[src/rtl/pio_pkg.sv]
// rtl/pio_pkg.sv - shared types and constants for the PIO program counter
package pio_pkg;

  localparam int PC_W            = 5;
  localparam int DLY_W           = 5;
  localparam int WRAP_TOP_LSB    = 12;
  localparam int WRAP_BOTTOM_LSB = 7;

  typedef enum logic [1:0] {
    ST_DISABLED = 2'd0,
    ST_EXEC     = 2'd1,
    ST_DELAY    = 2'd2
`ifdef PIO_PC_BREAKPOINT_EN
    ,
    ST_HALT     = 2'd3
`endif
  } pcState_t;

endpackage

[src/rtl/delay_counter.sv]
// rtl/delay_counter.sv - per-instruction delay down-counter with freeze
module delay_counter
  import pio_pkg::*;
#(
  parameter int DLY_W = pio_pkg::DLY_W
) (
  input  logic             clk,
  input  logic             reset,
  input  logic             clear,
  input  logic             freeze,
  input  logic             load,
  input  logic [DLY_W-1:0] loadValue,
  input  logic             decrement,
  output logic [DLY_W-1:0] count,
  output logic             done,
  output logic             busy
);

  // Clear wins over freeze so a restart always drops any pending delay.
  always_ff @(posedge clk) begin
    if (reset || clear) begin
      count <= '0;
    end else if (freeze) begin
      count <= count;
    end else if (load) begin
      count <= loadValue;
    end else if (decrement && (count != '0)) begin
      count <= count - DLY_W'(1);
    end
  end

  assign done = (count == DLY_W'(1));
  assign busy = (count != '0);

endmodule

[src/rtl/program_counter.sv]
// rtl/program_counter.sv - PIO instruction sequencer (optional breakpoint via PIO_PC_BREAKPOINT_EN)
module program_counter
  import pio_pkg::*;
#(
  parameter int PC_W  = pio_pkg::PC_W,
  parameter int DLY_W = pio_pkg::DLY_W
) (
  input  logic             clk,
  input  logic             reset,
  input  logic             in_smEnable,
  input  logic             in_restart,
  input  logic [31:0]      in_smExecCtrl,
  input  logic             in_stall,
  input  logic             in_jmpEnable,
  input  logic [PC_W-1:0]  in_jmpAddr,
  input  logic [DLY_W-1:0] in_delay,
`ifdef PIO_PC_BREAKPOINT_EN
  input  logic             in_bpEnable,
  input  logic [PC_W-1:0]  in_bpAddr,
  input  logic             in_bpResume,
  output logic             out_bpHit,
`endif
  output logic [PC_W-1:0]  out_pc,
  output logic             out_issue,
  output logic             out_delayActive
);

  pcState_t        state;
  logic [PC_W-1:0] pcQ;
  logic [PC_W-1:0] wrapTop;
  logic [PC_W-1:0] wrapBottom;
  logic [PC_W-1:0] nextPc;
  logic [DLY_W-1:0] delayCount;
  logic            delayDone;
  logic            delayBusy;
  logic            delayLoad;
  logic            unusedCtrl;

  assign wrapTop    = in_smExecCtrl[WRAP_TOP_LSB +: PC_W];
  assign wrapBottom = in_smExecCtrl[WRAP_BOTTOM_LSB +: PC_W];
  assign unusedCtrl = ^{in_smExecCtrl[31:WRAP_TOP_LSB+PC_W], in_smExecCtrl[WRAP_BOTTOM_LSB-1:0], delayCount};

  // Redirect priority: taken jump, then wrap, then sequential.
  always_comb begin
    nextPc = pcQ + PC_W'(1);
    if (in_jmpEnable) begin
      nextPc = in_jmpAddr;
    end else if (pcQ == wrapTop) begin
      nextPc = wrapBottom;
    end
  end

  assign delayLoad = (state == ST_EXEC) && !in_stall && (in_delay != '0);

  delay_counter #(.DLY_W(DLY_W)) u_delayCounter (
    .clk       (clk),
    .reset     (reset),
    .clear     (in_restart),
    .freeze    (!in_smEnable),
    .load      (delayLoad),
    .loadValue (in_delay),
    .decrement (state == ST_DELAY),
    .count     (delayCount),
    .done      (delayDone),
    .busy      (delayBusy)
  );

  // State entered whenever EXEC would be entered with a given pc (breakpoint may divert to HALT).
  pcState_t entryPc;
  pcState_t entryNext;
  pcState_t entryBottom;
`ifdef PIO_PC_BREAKPOINT_EN
  assign entryPc     = (in_bpEnable && (pcQ == in_bpAddr))        ? ST_HALT : ST_EXEC;
  assign entryNext   = (in_bpEnable && (nextPc == in_bpAddr))     ? ST_HALT : ST_EXEC;
  assign entryBottom = (in_bpEnable && (wrapBottom == in_bpAddr)) ? ST_HALT : ST_EXEC;
`else
  assign entryPc     = ST_EXEC;
  assign entryNext   = ST_EXEC;
  assign entryBottom = ST_EXEC;
`endif

  // Sequencer FSM and program counter: restart, then disable, then per-state behaviour.
  always_ff @(posedge clk) begin
    if (reset) begin
      state <= ST_DISABLED;
      pcQ   <= '0;
    end else if (in_restart) begin
      pcQ   <= wrapBottom;
      state <= in_smEnable ? entryBottom : ST_DISABLED;
    end else if (!in_smEnable) begin
      state <= ST_DISABLED;
    end else begin
      case (state)
        ST_DISABLED: state <= delayBusy ? ST_DELAY : entryPc;
        ST_EXEC: begin
          if (!in_stall) begin
            pcQ   <= nextPc;
            state <= (in_delay != '0) ? ST_DELAY : entryNext;
          end
        end
        ST_DELAY: begin
          if (delayDone) begin
            state <= entryPc;
          end
        end
`ifdef PIO_PC_BREAKPOINT_EN
        ST_HALT: begin
          if (in_bpResume) begin
            state <= ST_EXEC;
          end
        end
`endif
        default: state <= ST_DISABLED;
      endcase
    end
  end

  assign out_pc          = pcQ;
  assign out_issue       = (state == ST_EXEC);
  assign out_delayActive = (state == ST_DELAY);
`ifdef PIO_PC_BREAKPOINT_EN
  assign out_bpHit       = (state == ST_HALT);
`endif

endmodule

[config.mk]
export PLATFORM = sky130hd
export DESIGN_NAME = program_counter
export DESIGN_NICKNAME = d
export VERILOG_FILES = /design/src/rtl/pio_pkg.sv /design/src/rtl/delay_counter.sv /design/src/rtl/program_counter.sv
export SDC_FILE = /design/constraint.sdc
export NUM_CORES = 1
export LEC_CHECK = 0
export BUFFER_PORTS_ARGS = -buffer_cell sky130_fd_sc_hd__buf_2
export CAP_MARGIN = 20
export CORE_MARGIN = 2
export CORE_UTILIZATION = 40
export DETAILED_ROUTE_END_ITERATION = 10
export PLACE_DENSITY_LB_ADDON = 0.1
export SETUP_SLACK_MARGIN = 0.2
export SYNTH_ARGS = -nofsm -noshare
export SYNTH_HDL_FRONTEND = slang
export SYNTH_SLANG_ARGS = --single-unit
[constraint.sdc]
create_clock -name clk -period 1.95 [get_ports clk]
set_input_delay 0.585 -clock clk [delete_from_list [all_inputs] [get_ports clk]]
set_output_delay 0.585 -clock clk [all_outputs]
set_load 0.03 [all_outputs]
Word-level counts from Yosys, hierarchy flattened
Index checks and enable logic that the tools add are counted.
{ "word_totals": {"reg_bits": 12, "input_bits": 48, "output_inout_bits": 7, "wordCells": 42} }
{ "op_classes": {"addsub": 2, "n_eq_ne": 7, "n_mux": 16, "n_reduce_logical": 14} }
{ "op_table": {"columns": ["cell", "n"], "rows": [
  ["2-to-1 mux 5 bit", 8],
  ["2-to-1 mux 2 bit", 6],
  ["nonzero test 5 bit", 2],
  ["inequality test 4 bit (second input constant)", 2],
  ["one-hot mux 2 bit (3 select lines)", 1],
  ["nonzero test 2 bit", 3],
  ["adder 5 x 1 -> 5 bit (second input constant)", 1],
  ["equality test 5 x 1 -> 1 bit (second input constant)", 1],
  ["equality test 5 bit", 1],
  ["subtractor 5 x 1 -> 5 bit (second input constant)", 1],
  ["AND reduction 2 bit", 2],
  ["logical AND 1 bit", 3],
  ["AND reduction 3 bit", 1],
  ["equality test 2 x 1 -> 1 bit (second input constant)", 1],
  ["equality test 2 bit (second input constant)", 1],
  ["logical NOT 2 bit", 1],
  ["inequality test 2 bit (second input constant)", 1],
  ["logical NOT 1 bit", 1],
  ["logical OR 1 bit", 1],
  ["2-to-1 mux 1 bit", 1]
]} }

Depth between registers and ports, before layout
Gate-level depths: netlist of the first run.
{ "depth": {"word_depth": 7, "ltp_mapped": 6} }

By module
A second synthesis of the first run with hierarchy kept.
{ "unflattened": {"cells_unflattened": 124, "hier_area_um2": 1003.5} }
{ "by_module_without_submodules": {"columns": ["mod", "n_inst", "cells_each", "area_each_um2", "seq_area_each_um2"], "rows": [
  ["program_counter", 1, 81, 648.1, 140.1],
  ["delay_counter", 1, 43, 355.3, 100.1]
]} }

Least setup slack after synthesis of the first run
Ideal clock, no wire load.
{ "synth_path": {"path_type": "input-to-reg", "from": "input port in_smEnable", "to": "register pcQ[1] (netlist: out_pc[1])", "arrival_time_ns": 1.729, "required_ns": 1.828, "path_slack_ns": 0.100, "stages": 5, "path_buffers": 1, "path_cell_list": "buf_2 -> nand4bb_1 -> or3_1 -> a211o_2 -> o311a_1"} }
{ "synth_via": {"elab_chain_cells": 2} }
{ "synth_lines": {"columns": ["element", "line_no", "text"], "rows": [
  ["start: declaration", "program_counter.sv:10", "input logic in_smEnable,"],
  ["nonzero test 2 bit (no source line)", null, null],
  ["AND reduction 3 bit (no source line)", null, null],
  ["end signal: assignment", "program_counter.sv:88", "pcQ <= wrapBottom;"],
  ["end signal: assignment", "program_counter.sv:97", "pcQ <= nextPc;"],
  ["end: declaration", "program_counter.sv:29", "logic [PC_W-1:0] pcQ;"]
]} }
Every way passes these cells.
A chain may end at the register's enable or synchronous reset.

Worst setup path in the final report of the first run
{ "layout_path": {"from": "register u_delayCounter.count[0]", "to": "register u_delayCounter.count[0]"} }
{ "layout_via": {"elab_chain_cells": 4, "word_cells_on_any_way": 7, "classes_between": "1 x add/sub; 2 x mux; 4 x reduce/logical"} }
{ "layout_lines": {"columns": ["element", "line_no", "text"], "rows": [
  ["start: declaration", "delay_counter.sv:14", "output logic [DLY_W-1:0] count,"],
  ["start signal: assignment", "delay_counter.sv:24", "count <= count;"],
  ["start signal: assignment", "delay_counter.sv:26", "count <= loadValue;"],
  ["start signal: assignment", "delay_counter.sv:28", "count <= count - DLY_W'(1);"],
  ["branches (longest 4 deep; another with subtractor 5 x 1 -> 5 bit)", null, null]
]} }
Parallel ways; which one is timed is not known. The select of a mux whose other input is x is not followed.

==> results of run 1 <==
## layout make-up
type / instances / area [um2] / area share, %
flip-flops and latches: 12 / 246 / 17.8
repair buffers: 42 / 240 / 17.3
well taps: 30 / 37.5 / 2.71
multi-input cells: 104 / 821 / 59.2
inverters: 5 / 18.8 / 1.35
clock buffers: 3 / 22.5 / 1.62
## worst register-to-register path, cell delays in order, from the launching register on
cell and delay (ps):
dfxtp_1 330, inv_1 150, ha_4 180, or4b_4 490, nand3_2 110, nand2_1 90
a221oi_2 250
## metal layers
layer	global-route usage [%]	part of all wire (%)	up-vias
met5	0	0	-
met4	5.69	0.92	0
met3	4.84	6.4	5
met2	32.1	46	37
met1	27.9	46	544
li1	-	-	572
## metrics by stage
step / instance area [um2] / hold WS [ps]
final: 1390 / 479
after floorplan: 1080 / 442
after global placement: 1330 / 470
after detailed placement: 1330 / 483
after global routing: 1390 / 509
after CTS: 1350 / 491
## cell usage in the layout, fill, tap and decap left out, types with 3 or more instances in the layout
cell / n
nor2_1: 9
buf_2: 30
clkbuf_4: 4
a21oi_1: 8
nand3_1: 5
nand2_1: 11
buf_4: 11
dfxtp_1: 9
xor2_1: 5
inv_1: 5
o21ai_0: 3
mux2i_1: 4
nor3b_1: 5
## timing repair
action / CTS / global route
pin swaps: 0 / 1
resized for setup: 3 / 9
setup endpoints to repair: 5 / 6
buffers inserted: 0 / 0
cloned: 0 / 0
## logic make-up (layout without fill, tap and decap cells)
family                     Yosys count  in the layout
AOI/OAI and AO/OA                   38             38
DFF                                 12             12
muxes                                4              4
adders and majority gates            3              3
and+or+nand+nor                     52             52
xor gates and xnor gates             7              7
buffers and inverters               10             50
## sequential cells by signal, summed over array words and instances, names as in the netlist
name	count
u_delayCounter.count	5
out_pc	5
state	2
## where the power goes
| part | leakage, nW | switching (W) | internal (W) | total [W] |
|---|---|---|---|---|
| Combinational | 0.449 | 0.000105 | 0.0000852 | 0.000190 |
| Clock | 0.0138 | 0.0000850 | 0.0000717 | 0.000157 |
| Sequential | 0.0994 | 0.0000166 | 0.000254 | 0.000271 |
## worst max-delay path by stage
stage / start / end / slack, ps / cells after the start
detailed placement: in_delay[1] / u_delayCounter.count[0] / -50 / 5
global placement: in_delay[1] / u_delayCounter.count[0] / -40 / 5
finish: u_delayCounter.count[0] / u_delayCounter.count[0] / 270 / 6
global route: u_delayCounter.count[0] / u_delayCounter.count[0] / 180 / 6
CTS: state[0] / out_issue / 230 / 3
floorplan: in_smEnable / out_pc[4] / 200 / 6
==> results.sh, run 1 <==
export IMPL_cp_num_buf_inv=1
export IMPL_synth_simple_gate_area_share_pct=30.3
export IMPL_place_inst=193
export IMPL_instances_no_fill=196
export IMPL_num_rows=18
export IMPL_outcome="complete, no violations"
export IMPL_slew_headroom_pct=67.1
export IMPL_cts_buffer_depth=2
export IMPL_netlist_top_cells_area="dfxtp_1 23%, xor2_1 4.2%, nand2_1 4.0%"
export IMPL_cts_sinks=12
export IMPL_ir_drop_mv=0.272
export IMPL_crit_path_end_kind="register"
export IMPL_drt_iter0_drc=27
export IMPL_grt_usage_pct=20.5
export IMPL_yosysWarnings=0
export IMPL_syn_area_per_cell_um2=8.26
export IMPL_synth_ff_type="dfxtp_1"
export IMPL_whs_path_depth=2
export IMPL_cts_hold_buf=0
export IMPL_power_w=0.000618
export IMPL_fill_cells=239
export IMPL_hold_end="u_delayCounter.count[1]"
export IMPL_dp_hpwl_mm=2.25
export IMPL_critPathKind="reg2reg"
export IMPL_synth_compound_area_share_pct=29.4
export IMPL_drive_gt1_share_pct=41.6
export IMPL_synth_most_common_cell="dfxtp_1"
export IMPL_power_density_nw_per_um2=445
export IMPL_skew_ps=6.04
export IMPL_cp_top_family="simple AND/OR/NAND/NOR gates"
export IMPL_hp_start="u_delayCounter.count[1]"
export IMPL_dieWidth_um=55.0
export IMPL_clockRootBuffer="clkbuf_4"
export IMPL_critPathRequiredTime_ps=2140
export IMPL_synth_top_family_by_area="simple AND/OR/NAND/NOR gates"
export IMPL_seq_area_frac_synth_pct=23.1
export IMPL_synth_edff_count=0
export IMPL_synth_top_area_cell="dfxtp_1"
export IMPL_cts_tree="yes"
export IMPL_min_period_over_period_pct=86.3
export IMPL_worst_slack_ps=267
export IMPL_synth_xor_xnor_area_share_pct=5.89
export IMPL_postLayoutCoreUtil_pct=56.0
export IMPL_reg2reg_to="u_delayCounter.count[0]"
export IMPL_synth_common_cells="12 x dfxtp_1, 11 x nand2_1, 9 x nor2_1"
export IMPL_ant_nets=0
export IMPL_r2r_slack_ps=270
export IMPL_drc=0
export IMPL_fin_setup_tns_ps=0
export IMPL_wire_per_inst_um=15.0
export IMPL_grt_pass1_vias=960
export IMPL_arrival_ps=1870
export IMPL_htree_levels=1
export IMPL_num_antenna_cells=0
export IMPL_grt_remaining_overflow=0
export IMPL_slowest_delay_ps=490
export IMPL_initial_core_util_pct=42.0
export IMPL_timing_rr_start="u_delayCounter.count[0]"
export IMPL_ys_seq_elements=12
export IMPL_cts_buffers=3
export IMPL_die_h_um=55.0
export IMPL_muxShareOfSynthArea_pct=3.85
export IMPL_hp_class="reg2reg"
export IMPL_path_cells="inv_1 -> ha_4 -> or4b_4 -> nand3_2 -> nand2_1 -> a221oi_2"
export IMPL_die_area_um2=3030
export IMPL_synth_top_area_share_pct=23.1
export IMPL_cts_clk_slew_worst_paths_ps=70
export IMPL_r2r_cells=6
export IMPL_vias=1158
export IMPL_rsz0062_at_grt="true"
export IMPL_wl_mm=2.94
export IMPL_coreArea_um2=2480
export IMPL_fmax_ghz=0.594
export IMPL_cp_slowest_cell="or4b_4"
export IMPL_netlist_instances=126
export IMPL_grt_max_degree=13
export IMPL_syn_cell_area_um2=1040
export IMPL_final_hold_violation_count=0
export IMPL_maxCapViolations=0
export IMPL_pre_cts_slack_ps=-52.1
export IMPL_synth_cell_types=49
export IMPL_dr_pass1_iters=4
export IMPL_syn_num_nets=177
export IMPL_cp_start_kind="register"
export IMPL_period_needed_ps=1680
export IMPL_port_buffers=32
export IMPL_grt_pass1_wl_mm=4.37
export IMPL_slew_violations=0
export IMPL_vias_per_cell=5.91
export IMPL_io_pins=55
export IMPL_synth_fa_ha_area_share_pct=3.61
export IMPL_synth_async_reset_ratio_pct=0
export IMPL_cp_max_fo=5
export IMPL_antenna_found_initial=0
export IMPL_p_leak_nw=0.562
export IMPL_routabilityCongestion=0.897
export IMPL_tightest_slew_ps=490
export IMPL_area_growth_pct=33.2
export IMPL_setup_viol=0
export IMPL_layout_nets=219
export IMPL_clk_insertion_delay_late_ps=280
(Power assumes the default switching activity.)
==> run 2, diff against run 1 <==
Settings changed: ABC_AREA set to 1.
==> results.sh, run 2 <==
export IMPL_period_needed_ps=1700
export IMPL_path_cells="inv_1 -> nor2_1 -> buf_2"
export IMPL_synth_simple_gate_area_share_pct=33.9
export IMPL_cp_top_family="flip-flops"
export IMPL_seq_area_frac_synth_pct=23.1
export IMPL_clockRootBuffer="clkbuf_4"
export IMPL_postLayoutCoreUtil_pct=51.5
export IMPL_vias_per_cell=4.92
export IMPL_final_common_cell="nand2_1"
export IMPL_critPathKind="reg2out"
export IMPL_die_area_um2=3020
export IMPL_cp_max_fo=3
export IMPL_cts_hold_buf=0
export IMPL_hold_worst_slack_ps=463
export IMPL_final_area_um2=1270
export IMPL_ir_drop_mv=0.331
export IMPL_synth_most_common_cell="nand2_1"
export IMPL_num_rows=18
export IMPL_dr_pass1_iters=6
export IMPL_netlist_instances=162
export IMPL_min_period_over_period_pct=87.3
export IMPL_maxCapViolations=0
export IMPL_pre_cts_slack_ps=238
export IMPL_antenna_found_initial=0
export IMPL_dieWidth_um=55.0
export IMPL_final_hold_violation_count=0
export IMPL_cp_slowest_cell="dfxtp_1"
export IMPL_synth_async_reset_ratio_pct=0
export IMPL_fmax_ghz=0.588
export IMPL_yosysWarnings=0
export IMPL_crit_path_end_kind="output pin"
export IMPL_synth_fa_ha_area_share_pct=3.61
export IMPL_syn_num_nets=213
export IMPL_grt_pass1_vias=979
export IMPL_area_growth_pct=22.6
export IMPL_io_pins=55
export IMPL_netlist_top_cells_area="dfxtp_1 23%, nand2_1 12%, inv_1 10%"
export IMPL_vias=1117
export IMPL_critPathRequiredTime_ps=1360
export IMPL_cts_tree="yes"
export IMPL_placed_cell_area_um2=1230
export IMPL_synth_top_area_cell="dfxtp_1"
export IMPL_grt_pass1_wl_mm=4.04
export IMPL_power_density_nw_per_um2=536
export IMPL_grt_remaining_overflow=0
export IMPL_p_leak_nw=0.643
export IMPL_cp_start_kind="register"
export IMPL_grt_max_degree=12
export IMPL_port_buffers=32
export IMPL_cts_buffer_depth=2
export IMPL_coreArea_um2=2480
export IMPL_synth_top_family_by_area="simple AND/OR/NAND/NOR gates"
export IMPL_cts_buffers=3
export IMPL_num_antenna_cells=0
export IMPL_routabilityCongestion=0.809
export IMPL_dp_hpwl_mm=2.00
export IMPL_hp_class="reg2reg"
export IMPL_clk_insertion_delay_late_ps=300
export IMPL_final_cell_mix="33 x nand2_1, 31 x buf_2, 29 x inv_1"
export IMPL_outcome="complete, no violations"
export IMPL_ys_seq_elements=12
export IMPL_synth_compound_area_share_pct=22.1
export IMPL_synth_xor_xnor_area_share_pct=4.93
export IMPL_slew_headroom_pct=82.4
export IMPL_drive_gt1_share_pct=27.9
export IMPL_ant_nets=0
export IMPL_layout_nets=249
export IMPL_drt_iter0_drc=24
export IMPL_cp_num_buf_inv=2
export IMPL_wl_mm=2.48
export IMPL_cts_clk_slew_worst_paths_ps=80
export IMPL_setup_viol=0
export IMPL_synth_top_area_share_pct=23.1
export IMPL_syn_area_per_cell_um2=6.42
export IMPL_drc=0
export IMPL_synth_ff_type="dfxtp_1"
export IMPL_synth_edff_count=0
export IMPL_grt_usage_pct=19.1
export IMPL_arrival_ps=1120
export IMPL_tightest_slew_ps=263
export IMPL_htree_levels=1
export IMPL_rsz0062_at_grt="true"
export IMPL_synth_common_cells="34 x nand2_1, 29 x inv_1, 19 x a21oi_1"
export IMPL_syn_cell_area_um2=1040
export IMPL_worst_slack_ps=249
export IMPL_skew_ps=3.44
export IMPL_die_h_um=55.0
export IMPL_synth_cell_types=28
export IMPL_slowest_delay_ps=350
export IMPL_initial_core_util_pct=42.0
export IMPL_cts_sinks=12
export IMPL_fin_setup_tns_ps=0
export IMPL_wire_per_inst_um=10.9
export IMPL_muxShareOfSynthArea_pct=0
export IMPL_slew_violations=0
run 2: final timing paths:
kind                                         startpoint                       to  slack, ps  cells after the start
worst min-delay path            u_delayCounter.count[1]  u_delayCounter.count[1]        460                      2
worst max register to register  u_delayCounter.count[0]  u_delayCounter.count[3]        510                      9
worst min register to register  u_delayCounter.count[1]  u_delayCounter.count[1]        460                      2
worst max-delay path                           state[1]          out_delayActive        250                      3
run 2: metal layers:
layer / part of all wire (%) / routed length (um) / up-vias / global-route usage, %
met5: 0 / 0 / - / 0
met4: 2.5 / 63 / 0 / 9.76
met3: 5.8 / 145 / 5 / 3.76
met2: 49 / 1220 / 30 / 35.5
met1: 42 / 1050 / 483 / 20.2
li1: - / - / 599 / -
run 2: timing repair:
item | 4_1_cts | 5_1_grt
setup endpoints to repair | 0 | 1
buffers inserted | 0 | 0
gates resized for setup | 0 | 2
run 2: through the flow:
stage | total power, W | std cells
after global routing | 0.000733 | 227
after CTS | 0.000694 | 227
after detailed placement | 0.000475 | 223
final | 0.000683 | 227
after floorplan | 0.000410 | 162
after global placement | 0.000471 | 223
run 2: logic make-up after synthesis:
logic type      after synthesis
simple gates                 68
compound gates               40
buf+inv                      34
flops                        12
xor+xnor                      5
fa+ha+maj                     3
run 2: worst register-to-register path: stages, from the launching register on:
cell	delay [ps]
dfxtp_1	320
inv_1	110
ha_1	230
nand3_1	160
nand2_1	110
nand2_2	70
nand2_4	100
inv_2	50
o21ai_1	130
a21oi_1	50
run 2: area by class of cell:
cell class | instances | area [um2]
clock buffers | 4 | 36.3
fillers | 276 | 1200
inverters | 33 | 124
multi-input cells | 116 | 674
flip-flops and latches | 12 | 240
well taps | 30 | 37.5
repair buffers | 32 | 163
run 2: report_power, final:
part / internal [W] / switching, W / total, W
combinational: 0.0000768 / 0.000121 / 0.000198
sequential: 0.000256 / 0.0000152 / 0.000271
clock: 0.000114 / 0.0000996 / 0.000214
